### src/rtl/basic_xor_pulse_driver.sv
// Initiator for the basic XOR cell's toggle-encoded pulse interface.
// Each accepted (a,b) pair is sent as toggle pulses on a, then b, then clk.
// The pulses are spaced by GAP_CYCLES. The cell's toggle output is then
// counted over a fixed window, and the observed result is reported.
//
// Handshake: a pair transfers on a rising clk edge when in_valid && in_ready.
// in_ready is high only in IDLE, so at most one transaction is in flight and
// there is no skid buffer. The sender holds in_valid/in_a/in_b stable until
// the transfer. res_valid is a one-cycle strobe. res_data/res_err hold their
// values until the next strobe.
module basic_xor_pulse_driver #(
  parameter int GAP_CYCLES     = 3,
  parameter int OUT_TIMEOUT    = 8,
  parameter int STARTUP_CYCLES = 2
) (
  input  logic       clk,
  input  logic       rst,
  input  logic       in_valid,
  output logic       in_ready,
  input  logic       in_a,
  input  logic       in_b,
  output logic       pulse_a,
  output logic       pulse_b,
  output logic       pulse_clk,
  input  logic       cell_out,
  output logic       res_valid,
  output logic       res_data,
  output logic       res_err,
  output logic       stray_err,
  output logic [3:0] dbg_state
);

  typedef enum logic [3:0] {
    ST_STARTUP  = 4'd0,
    ST_IDLE     = 4'd1,
    ST_SEND_A   = 4'd2,
    ST_GAP_A    = 4'd3,
    ST_SEND_B   = 4'd4,
    ST_GAP_B    = 4'd5,
    ST_SEND_CLK = 4'd6,
    ST_WAIT_OUT = 4'd7,
    ST_RESULT   = 4'd8
  } state_t;

  localparam int CW = 8;
  localparam logic [CW-1:0] STARTUP_LAST = CW'(STARTUP_CYCLES - 1);
  localparam logic [CW-1:0] GAP_LAST     = CW'(GAP_CYCLES - 1);
  localparam logic [CW-1:0] WAIT_LAST    = CW'(OUT_TIMEOUT - 1);

  state_t          state, state_nxt;
  logic [CW-1:0]   cnt;
  logic            lat_b;
  logic            exp_tog;
  logic [1:0]      tog_cnt;
  logic [1:0]      tog_final;
  logic            sync_q, sync_qq;
  logic            toggle;
  logic            accept;
  logic            wait_done;
  logic            counting;

  assign toggle    = sync_q ^ sync_qq;
  assign in_ready  = (state == ST_IDLE);
  assign accept    = in_valid && in_ready;
  assign res_valid = (state == ST_RESULT);
  assign dbg_state = state;
  assign wait_done = (state == ST_WAIT_OUT) && (cnt == WAIT_LAST);
  assign counting  = (state == ST_STARTUP) || (state == ST_GAP_A) ||
                     (state == ST_GAP_B) || (state == ST_WAIT_OUT);

  // Saturating count including a toggle seen on the current (possibly last) window cycle.
  assign tog_final = (toggle && (tog_cnt != 2'd3)) ? tog_cnt + 2'd1 : tog_cnt;

  // State register.
  always_ff @(posedge clk or posedge rst) begin
    if (rst) state <= ST_STARTUP;
    else     state <= state_nxt;
  end

  // Next-state sequencing of the pulse train and observation window.
  always_comb begin
    state_nxt = state;
    case (state)
      ST_STARTUP:  if (cnt == STARTUP_LAST) state_nxt = ST_IDLE;
      ST_IDLE: begin
        if (accept) begin
          if (in_a)      state_nxt = ST_SEND_A;
          else if (in_b) state_nxt = ST_SEND_B;
          else           state_nxt = ST_SEND_CLK;
        end
      end
      ST_SEND_A:   state_nxt = ST_GAP_A;
      ST_GAP_A:    if (cnt == GAP_LAST) state_nxt = lat_b ? ST_SEND_B : ST_SEND_CLK;
      ST_SEND_B:   state_nxt = ST_GAP_B;
      ST_GAP_B:    if (cnt == GAP_LAST) state_nxt = ST_SEND_CLK;
      ST_SEND_CLK: state_nxt = ST_WAIT_OUT;
      ST_WAIT_OUT: if (wait_done) state_nxt = ST_RESULT;
      ST_RESULT:   state_nxt = ST_IDLE;
      default:     state_nxt = ST_STARTUP;
    endcase
  end

  // Shared cycle counter: restarts on every state change, advances while dwelling.
  always_ff @(posedge clk or posedge rst) begin
    if (rst)                                 cnt <= '0;
    else if (state_nxt != state || !counting) cnt <= '0;
    else                                     cnt <= cnt + 1'b1;
  end

  // Two-flop synchronizer for the asynchronous cell output.
  always_ff @(posedge clk or posedge rst) begin
    if (rst) begin
      sync_q  <= 1'b0;
      sync_qq <= 1'b0;
    end else begin
      sync_q  <= cell_out;
      sync_qq <= sync_q;
    end
  end

  // Pulse lines: each is inverted once on leaving its SEND state and never restored.
  always_ff @(posedge clk or posedge rst) begin
    if (rst) begin
      pulse_a   <= 1'b0;
      pulse_b   <= 1'b0;
      pulse_clk <= 1'b0;
    end else begin
      if (state == ST_SEND_A)   pulse_a   <= ~pulse_a;
      if (state == ST_SEND_B)   pulse_b   <= ~pulse_b;
      if (state == ST_SEND_CLK) pulse_clk <= ~pulse_clk;
    end
  end

  // Operand latch, toggle counting and result capture at the end of the window.
  always_ff @(posedge clk or posedge rst) begin
    if (rst) begin
      lat_b    <= 1'b0;
      exp_tog  <= 1'b0;
      tog_cnt  <= 2'd0;
      res_data <= 1'b0;
      res_err  <= 1'b0;
    end else begin
      if (accept) begin
        lat_b   <= in_b;
        exp_tog <= in_a ^ in_b;
        tog_cnt <= 2'd0;
      end else if (state == ST_WAIT_OUT) begin
        tog_cnt <= tog_final;
      end
      if (wait_done) begin
        res_data <= (tog_final == 2'd1);
        res_err  <= (tog_final != {1'b0, exp_tog});
      end
    end
  end

  // Sticky flag for cell output activity outside the observation window.
  always_ff @(posedge clk or posedge rst) begin
    if (rst)                                  stray_err <= 1'b0;
    else if (toggle && state != ST_WAIT_OUT)  stray_err <= 1'b1;
  end

endmodule

### config.mk
export PLATFORM = sky130hd
export DESIGN_NAME = basic_xor_pulse_driver
export DESIGN_NICKNAME = d
export VERILOG_FILES = /design/src/rtl/basic_xor_pulse_driver.sv
export SDC_FILE = /design/constraint.sdc
export NUM_CORES = 1
export LEC_CHECK = 0
export ABC_AREA = 0
export BUFFER_PORTS_ARGS = -buffer_cell sky130_fd_sc_hd__buf_2
export CELL_PAD_IN_SITES_DETAIL_PLACEMENT = 0
export CELL_PAD_IN_SITES_GLOBAL_PLACEMENT = 2
export CORE_MARGIN = 1
export CORE_UTILIZATION = 35
export DETAILED_ROUTE_END_ITERATION = 10
export GPL_ROUTABILITY_DRIVEN = 0
export PLACE_DENSITY_LB_ADDON = 0.1
export SYNTH_ARGS = -nofsm -noshare
export SYNTH_HDL_FRONTEND = slang
export SYNTH_SLANG_ARGS = --single-unit
export TNS_END_PERCENT = 5
### constraint.sdc
create_clock -name clk -period 2.3 [get_ports clk]
set_clock_uncertainty 0.05 [all_clocks]
set_input_delay 0.345 -clock clk [delete_from_list [all_inputs] [get_ports clk]]
set_output_delay 0.345 -clock clk [all_outputs]
set_load 0.005 [all_outputs]
== Word level (Yosys, flattened, before mapping) ==
Index checks and enable logic that the tools add are counted.

* Add/sub/neg operators: 2
* Eq/ne operators: 16
* Multiplexer cells: 13
* Bitwise gates (word level): 5
* Reductions and logical operators: 11

{| class="wikitable"
|+ Operators by type and width
! cell !! count
|-
| $pmux W4 S9 || 1
|-
| $mux W4 || 5
|-
| $eq A4 B3 Y1 const B || 4
|-
| $mux W2 || 5
|-
| $add A8 B1 Y8 const B || 1
|-
| $eq A4 B2 Y1 const B || 2
|-
| $eq A8 B1 Y1 const B || 1
|-
| $eq A8 B2 Y1 const B || 1
|-
| $eq A8 B3 Y1 const B || 1
|-
| $mux W8 || 1
|-
| $eq A4 B1 Y1 const B || 1
|-
| $eq A4 B4 Y1 const B || 1
|-
| $logic_and A1 B1 Y1 || 4
|-
| $logic_not A4 Y1 || 1
|-
| $logic_or A1 B1 Y1 || 4
|-
| $ne A4 B3 Y1 const B || 1
|-
| $ne A4 B4 Y1 || 1
|-
| $mux W3 || 1
|-
| $not A1 Y1 || 3
|-
| $add A2 B1 Y2 const B || 1
|-
| $eq A2 B1 Y1 const B || 1
|-
| $ne A2 B1 Y1 || 1
|-
| $ne A2 B2 Y1 const B || 1
|-
| $reduce_bool A2 Y1 || 1
|-
| other kinds (2) || 3
|}

* Word-level logic and storage cells: 60
* Bits in registers: 24
* Output and inout bits: 12

== Logic depth before layout (Yosys ltp) ==
Gate-level depths: netlist (run 1).

* Depth in word-level cells: 7
* Mapped depth: 7

== Least setup slack after synthesis (run 1) ==
Ideal clock, no wire load.

* Path kind: flip-flop to flip-flop
* From: reg cnt[0]
* To: reg cnt[2]
* Path buffers: 0
* Arrival: 1,494 ps
* Cell stages (with the launch flop): 7
* Required time: 2,113 ps
* Setup time: 137 ps
* Setup slack: 619 ps
* Path through: dfrtp_1 -> inv_1 -> ha_1 -> nor3b_1 -> o211ai_1 -> a31oi_2 -> nor3_1

* Word-level cells in the longest chain between the ends: 7

{| class="wikitable"
|+ RTL lines
! what !! line !! source
|-
| start: declaration || 51 || <nowiki>logic [CW-1:0] cnt;</nowiki>
|-
| start signal: assignment || 107 || <nowiki>else cnt <= cnt + 1'b1;</nowiki>
|-
| $eq A8 B3 Y1 || 67 || <nowiki>assign wait_done = (state == ST_WAIT_OUT) && (cnt == WAIT_LAST);</nowiki>
|-
| $logic_and A1 B1 Y1 || 67 ||
|-
| $mux W4 || 97 || <nowiki>ST_WAIT_OUT: if (wait_done) state_nxt = ST_RESULT;</nowiki>
|-
| $pmux W4 S9 || 83 || <nowiki>case (state)</nowiki>
|-
| $ne A4 B4 Y1 || 106 || <nowiki>else if (state_nxt != state || !counting) cnt <= '0;</nowiki>
|-
| $logic_or A1 B1 Y1 || 106 ||
|-
| $mux W8 * || 106 ||
|}

Mark *: on every way between the ends. The rest lies on a longest branch, timed or not.
A chain may end at the register's enable or synchronous reset.

== Worst setup path after layout (run 1) ==
* From: reg state[1], in the netlist dbg_state[1]
* To: reg cnt[0]

* Word-level cells in the longest chain between the ends: 7

{| class="wikitable"
|+ RTL lines
! what !! line !! source
|-
| start: declaration || 50 || <nowiki>state_t state, state_nxt;</nowiki>
|-
| start signal: assignment || 77 || <nowiki>else state <= state_nxt;</nowiki>
|-
| $eq A4 B3 Y1 (tied with other cells) || 67, 69, 83 ||
|-
| $logic_and A1 B1 Y1 (tied with other cells) || 67 ||
|-
| $mux W4 (tied with other cells) || 97 ||
|-
| $pmux W4 S9 or $logic_or A1 B1 Y1 (tied branches) || 83, 69 ||
|-
| $ne A4 B4 Y1 or $logic_not A1 Y1 (tied branches) || 106 ||
|-
| $logic_or A1 B1 Y1 * || 106 ||
|-
| $mux W8 * || 106 ||
|}

Marks and branches as above.

==> run metrics, run 1 <==
Worst Path Arrival between 2 and 2.5 ns; Die X 63.9 um; critical path cell sequence or4b_1 -> o211ai_1 -> o21ai_0 -> a21oi_1 -> nor3_1; WP buf/inv 0; ratio of cells with drive above 1 in the final layout 0.243; Root Driver clkbuf_8; Post-DP Area 1480 sq um; Final Cycle Share 0.880; Core ar. between 3000 and 4000 sq um; Final Setup Violations 0; Vias approximately 1000; switching share of power 0.379; die height around 64 um; slowest CP cell or4b_1; Worst IR Drop VDD 350 uV; post-synthesis register bit count 24; Syn Inst Count 134; Seq pwr share 0.420; grt ovf 0; Setup crit start kind flip-flop; FMAX ~0.49 GHz; wire per inst between 10 and 15 um; sequential element share of the synthesized area 0.447; ANT cells 0; Hold Path Class in2async; DR pass1 iterations 4; max-cap violation count 0; DP HPWL about 2 mm; drc violations 0; Initial Util 0.367; Synth Warn # 0; clk slew on worst S/H paths 0.08 ns; Syn-to-layout area delta 14.4%; initial DRC count 59; fillers between 300 and 400; library cells used by synthesis 38; vias in the first global route about 1000; DRT antenna net count 0; WS Path Type reg2reg; initial antenna violation count 0; synthesized net count approximately 150; combinational share of power 0.406; final hold violation count 0; sw power a little over 0.6 mW; Longest Clk Path Bufs 2; Worst Tran Pin Value about 0.49 ns; most frequent cells in the layout dfrtp_1, buf_2, nor2_1; first-pass GRT wire length around 5.1 mm; die area ~4000 sq um; P per Cell Area 1060 nW/um^2; pins over their slew limit 0; top_reg_cell synth dfrtp_1; Post-synth EDFFs 0; port bufs 17; routed vias/inst around 5; # resized after CTS 0; largest net degree at the start of global routing 25; Clock power frac 0.174; GRT Total Usage 0.163; family with the most delay on the worst path simple AND/OR/NAND/NOR gates; asr flop ratio synth 1.00; clk sinks 24; Total Neg Setup Slack 0 ns; Nets ~160; outcome finished, final reports clean; Tmin final slightly above 2 ns; CP endpoint kind flip-flop; FP Rows 22; RSZ-0062 raised after global routing false; Final Instance Area around 1500 sq um; hold buffer count at cts 0; TritonCTS Buffers 3; Slew HR 0.675; CTS tree done; Avg Synthesized Cell Area about 10 sq um; H-tree depth 1; final core utilization 0.419; Post-Syn Area about 1300 sq um; commonest non-fill, non-tap cell in the layout dfrtp_1; DRT Wirelength about 2.7 mm; worst skew pair latency around 0.26 ns; Ports 18; crit-path max FO 16; postcts setup bufs 0; CP max stage delay roughly 0.6 ns; internal power component 1.01 mW; Leak between 0.7 and 0.8 nW; Req. time, crit path between 2 and 2.5 ns
## kinds of logic after synthesis
| group | synth area share |
|---|---|
| AND/OR/NAND/NOR | 0.223 |
| AO/OA/AOI/OAI | 0.119 |
| flip-flops | 0.447 |
| XOR/XNOR | 0.0783 |
| buffers and inverters | 0.0335 |
| multiplexers | 0.0522 |
| adder cells (fa/ha/maj) | 0.0466 |
## tightest hold or removal path, cell delays in order
cell,delay (ns)
buf_2,0.09
inv_1,0.04
buf_4,0.29
## layout make-up
type | instances | area [sq um] | area share
flip-flops and latches | 24 | 601 | 0.391
clock buffers | 4 | 55.1 | 0.0359
well taps | 48 | 60.1 | 0.0391
inverters | 6 | 22.5 | 0.0147
multi-input cells | 99 | 697 | 0.454
repair buffers | 19 | 100 | 0.0652
## final timing paths
| path | from | endpoint | slack (ns) | depth (start not counted) |
|---|---|---|---|---|
| min in group clk | cell_out | sync_q | 0.14 | 1 |
| max reg2reg | dbg_state[1] | cnt[0] | 0.28 | 5 |
| min | rst | stray_err | 0.06 | 3 |
| max | dbg_state[1] | cnt[0] | 0.28 | 5 |
| max in group asynchronous | rst | cnt[1] | 1.91 | 3 |
| min reg2reg | sync_q | sync_qq | 0.35 | 0 |
## stage by stage
stage	hold slack, ns	cells	setup WS, ns	total power, mW
after global placement	0.328	196	0.311	1.34
after detailed placement	0.334	196	0.291	1.36
final	0.0605	200	0.276	1.62
after CTS	0.0689	200	0.263	1.65
after global routing	0.0895	200	0.0994	1.79
after floorplan	0.310	134	0.619	1.16
## power groups by stage
stage	registers (mW)	clock network (mW)	logic, mW
floorplan	0.627	0	0.535
global placement	0.689	0	0.654
detailed placement	0.691	0	0.667
CTS	0.684	0.297	0.670
global route	0.709	0.322	0.761
finish	0.682	0.283	0.659
## Yosys cell counts (all sizes together), types with 5 or more instances
| library cell | number | area share |
|---|---|---|
| mux2 | 5 | 0.045 |
| dfrtp | 24 | 0.45 |
| and3 | 5 | 0.025 |
| o21ai | 6 | 0.022 |
| a21oi | 7 | 0.026 |
| nor2 | 12 | 0.035 |
| inv | 6 | 0.017 |
| nand2 | 8 | 0.022 |
| xor2 | 8 | 0.052 |
| nor3 | 9 | 0.042 |
| ha | 5 | 0.047 |
## flip-flops by register name (all words and copies together), names as in the netlist
signal	flops
cnt	8
dbg_state	4
tog_cnt	2
exp_tog	1
lat_b	1
pulse_a	1
pulse_b	1
pulse_clk	1
res_data	1
res_err	1
stray_err	1
sync_q	1
sync_qq	1
## routing by layer
metal | wire length [um] | global-route usage
met5 | 0 | 0
met4 | 27 | 0.0511
met2 | 1230 | 0.255
met3 | 111 | 0.0286
met1 | 1380 | 0.227
Power figures use the tool's default switching activity.
==> run 2: changes to the inputs <==
--- a/config.mk
+++ b/config.mk
@@ -13,7 +13,7 @@
 export CORE_UTILIZATION = 35
 export DETAILED_ROUTE_END_ITERATION = 10
 export GPL_ROUTABILITY_DRIVEN = 0
-export PLACE_DENSITY_LB_ADDON = 0.1
+export PLACE_DENSITY = 0.78
 export SYNTH_ARGS = -nofsm -noshare
 export SYNTH_HDL_FRONTEND = slang
 export SYNTH_SLANG_ARGS = --single-unit
==> run 2 against run 1 <==
Effect of this change: design area up 1.1%; critical endpoint is now cnt[2]; largest cell class unchanged; setup slack better by 0.0011 ns; hold slack worse by 0.0081 ns; sequential share of layout area down 0.41 points.
==> run metrics, run 2 (same netlist as run 1, synthesis figures left out) <==
outcome finished, final reports clean; initial antenna violation count 0 (unchanged); Total Neg Setup Slack 0 ns (unchanged); Worst Tran Pin Value 0.496 ns (+0.00744 ns); worst skew pair latency 0.27 ns (about the same); TritonCTS Buffers 3 (unchanged); R2R cell count 5 (unchanged); Setup crit start kind flip-flop; Initial Util 0.367 (unchanged); largest net degree at the start of global routing 25 (unchanged); crit-path max FO 16 (unchanged); reg-to-reg slack, setup 0.28 ns (about the same); first-pass GRT wire length 4.77 mm (-7.0%); clk slew on worst S/H paths 0.09 ns (about the same); most frequent cells in the layout dfrtp_1, buf_2, nor2_1; CTS tree done; Die X 63.9 um (unchanged); grt ovf 0 (unchanged); DRT Wirelength 2.46 mm (-10%); WS Path Type reg2reg; Core ar. 3660 sq um (unchanged); FMAX 0.494 GHz (about the same); Worst Slack Setup Final 0.278 ns (+0.00105 ns); wire per inst 12.3 um (-10%); Worst Setup SP dbg_state[2]; Root Driver clkbuf_8; CP endpoint kind flip-flop; # resized after CTS 0 (unchanged); DR pass1 iterations 4 (unchanged); max FFs per register 8 (unchanged); Leak 0.715 nW (+0.99%); H-tree depth 1 (unchanged); FP Rows 22 (unchanged); final hold violation count 0 (unchanged); Req. time, crit path 2.38 ns (about the same); DRT antenna net count 0 (unchanged); fillers 358 (+1.4%); Nets 164 (unchanged); P per Cell Area 1090 nW/um^2 (+2.8%); GRT Total Usage 0.149 (-0.0141); Tmin final 2.02 ns (-0.00105 ns); vias in the first global route 1046 (+3.1%); pins over their slew limit 0 (unchanged); RSZ-0062 raised after global routing false; Place WS 0.314 ns (+0.0226 ns); Reg-to-Reg End cnt[2]; Final Setup Violations 0 (unchanged); routed vias/inst 4.94 (-1.7%); Vias 987 (-1.7%); WHS 0.0523 ns (-0.00813 ns); worst r2r src dbg_state[2]; ANT cells 0 (unchanged); hold buffer count at cts 0 (unchanged); die height 63.9 um (unchanged); initial DRC count 51 (-14%); Slew HR 0.670 (-0.00496); port bufs 17 (unchanged); Worst IR Drop VDD 446 uV (+27%); ratio of cells with drive above 1 in the final layout 0.243 (unchanged); Longest Clk Path Bufs 2 (unchanged); Worst Path Arrival 2.11 ns (about the same); Hold Path Class in2async; Critical Path End cnt[2]; Ports 18 (unchanged); die area 4090 sq um (unchanged); Pwr Total 1.69 mW (+3.9%); postcts setup bufs 0 (unchanged); commonest non-fill, non-tap cell in the layout dfrtp_1; clk sinks 24 (unchanged); Final Cycle Share 0.879 (about the same); DP HPWL 1.85 mm (-9.8%); drc violations 0 (unchanged); Syn-to-layout area delta 15.6%; largest reg by FF count cnt; max-cap violation count 0 (unchanged)
run 2: area by class of cell:
cell class	instances	area [sq um]	share of cell area
clock inverter	1	30.0	0.0194
tap	48	60.1	0.0387
timing repair buffer	19	100	0.0645
sequential	24	601	0.387
clock buffer	3	41.3	0.0266
inverter	6	22.5	0.0145
multi-input combinational	99	697	0.449
run 2: worst max-delay path, cell delays in order (launching register included):
cell	delay, ns
dfrtp_1	0.57
or4b_1	0.56
o211ai_1	0.16
o21ai_0	0.14
a21oi_1	0.31
nor3_1	0.09
run 2: through the flow:
step	instances	cell area [sq um]	utilization
finish	200	1550	0.424
global placement	196	1480	0.404
CTS	200	1550	0.424
floorplan	134	1340	-
global route	200	1550	0.424
detailed placement	196	1480	0.404
run 2: how the worst min path moves through the flow:
stage | from | to | slack [ns] | cells after the start
2_1_floorplan | rst | cnt[0] | 0.31 | 1
3_3_place_gp | sync_q | sync_qq | 0.33 | 0
3_5_place_dp | sync_q | sync_qq | 0.35 | 0
5_1_grt | rst | res_err | 0.08 | 3
6_report | rst | stray_err | 0.05 | 3
4_1_cts | rst | res_err | 0.06 | 3
run 2: where the power goes:
part           total, mW  internal (mW)  switching (mW)  leakage (nW)
Sequential         0.676          0.534           0.142         0.293
Combinational      0.644          0.321           0.322         0.387
Clock              0.369          0.233           0.136        0.0357
run 2: metal layers:
| metal | track usage | vias to the layer above | routed length (um) |
|---|---|---|---|
| met1 | 0.198 | 464 | 1260 |
| met4 | 0.0653 | 0 | 47 |
| li1 | - | 501 | - |
| met2 | 0.238 | 17 | 1070 |
| met3 | 0.0232 | 5 | 79 |
| met5 | 0 | - | 0 |
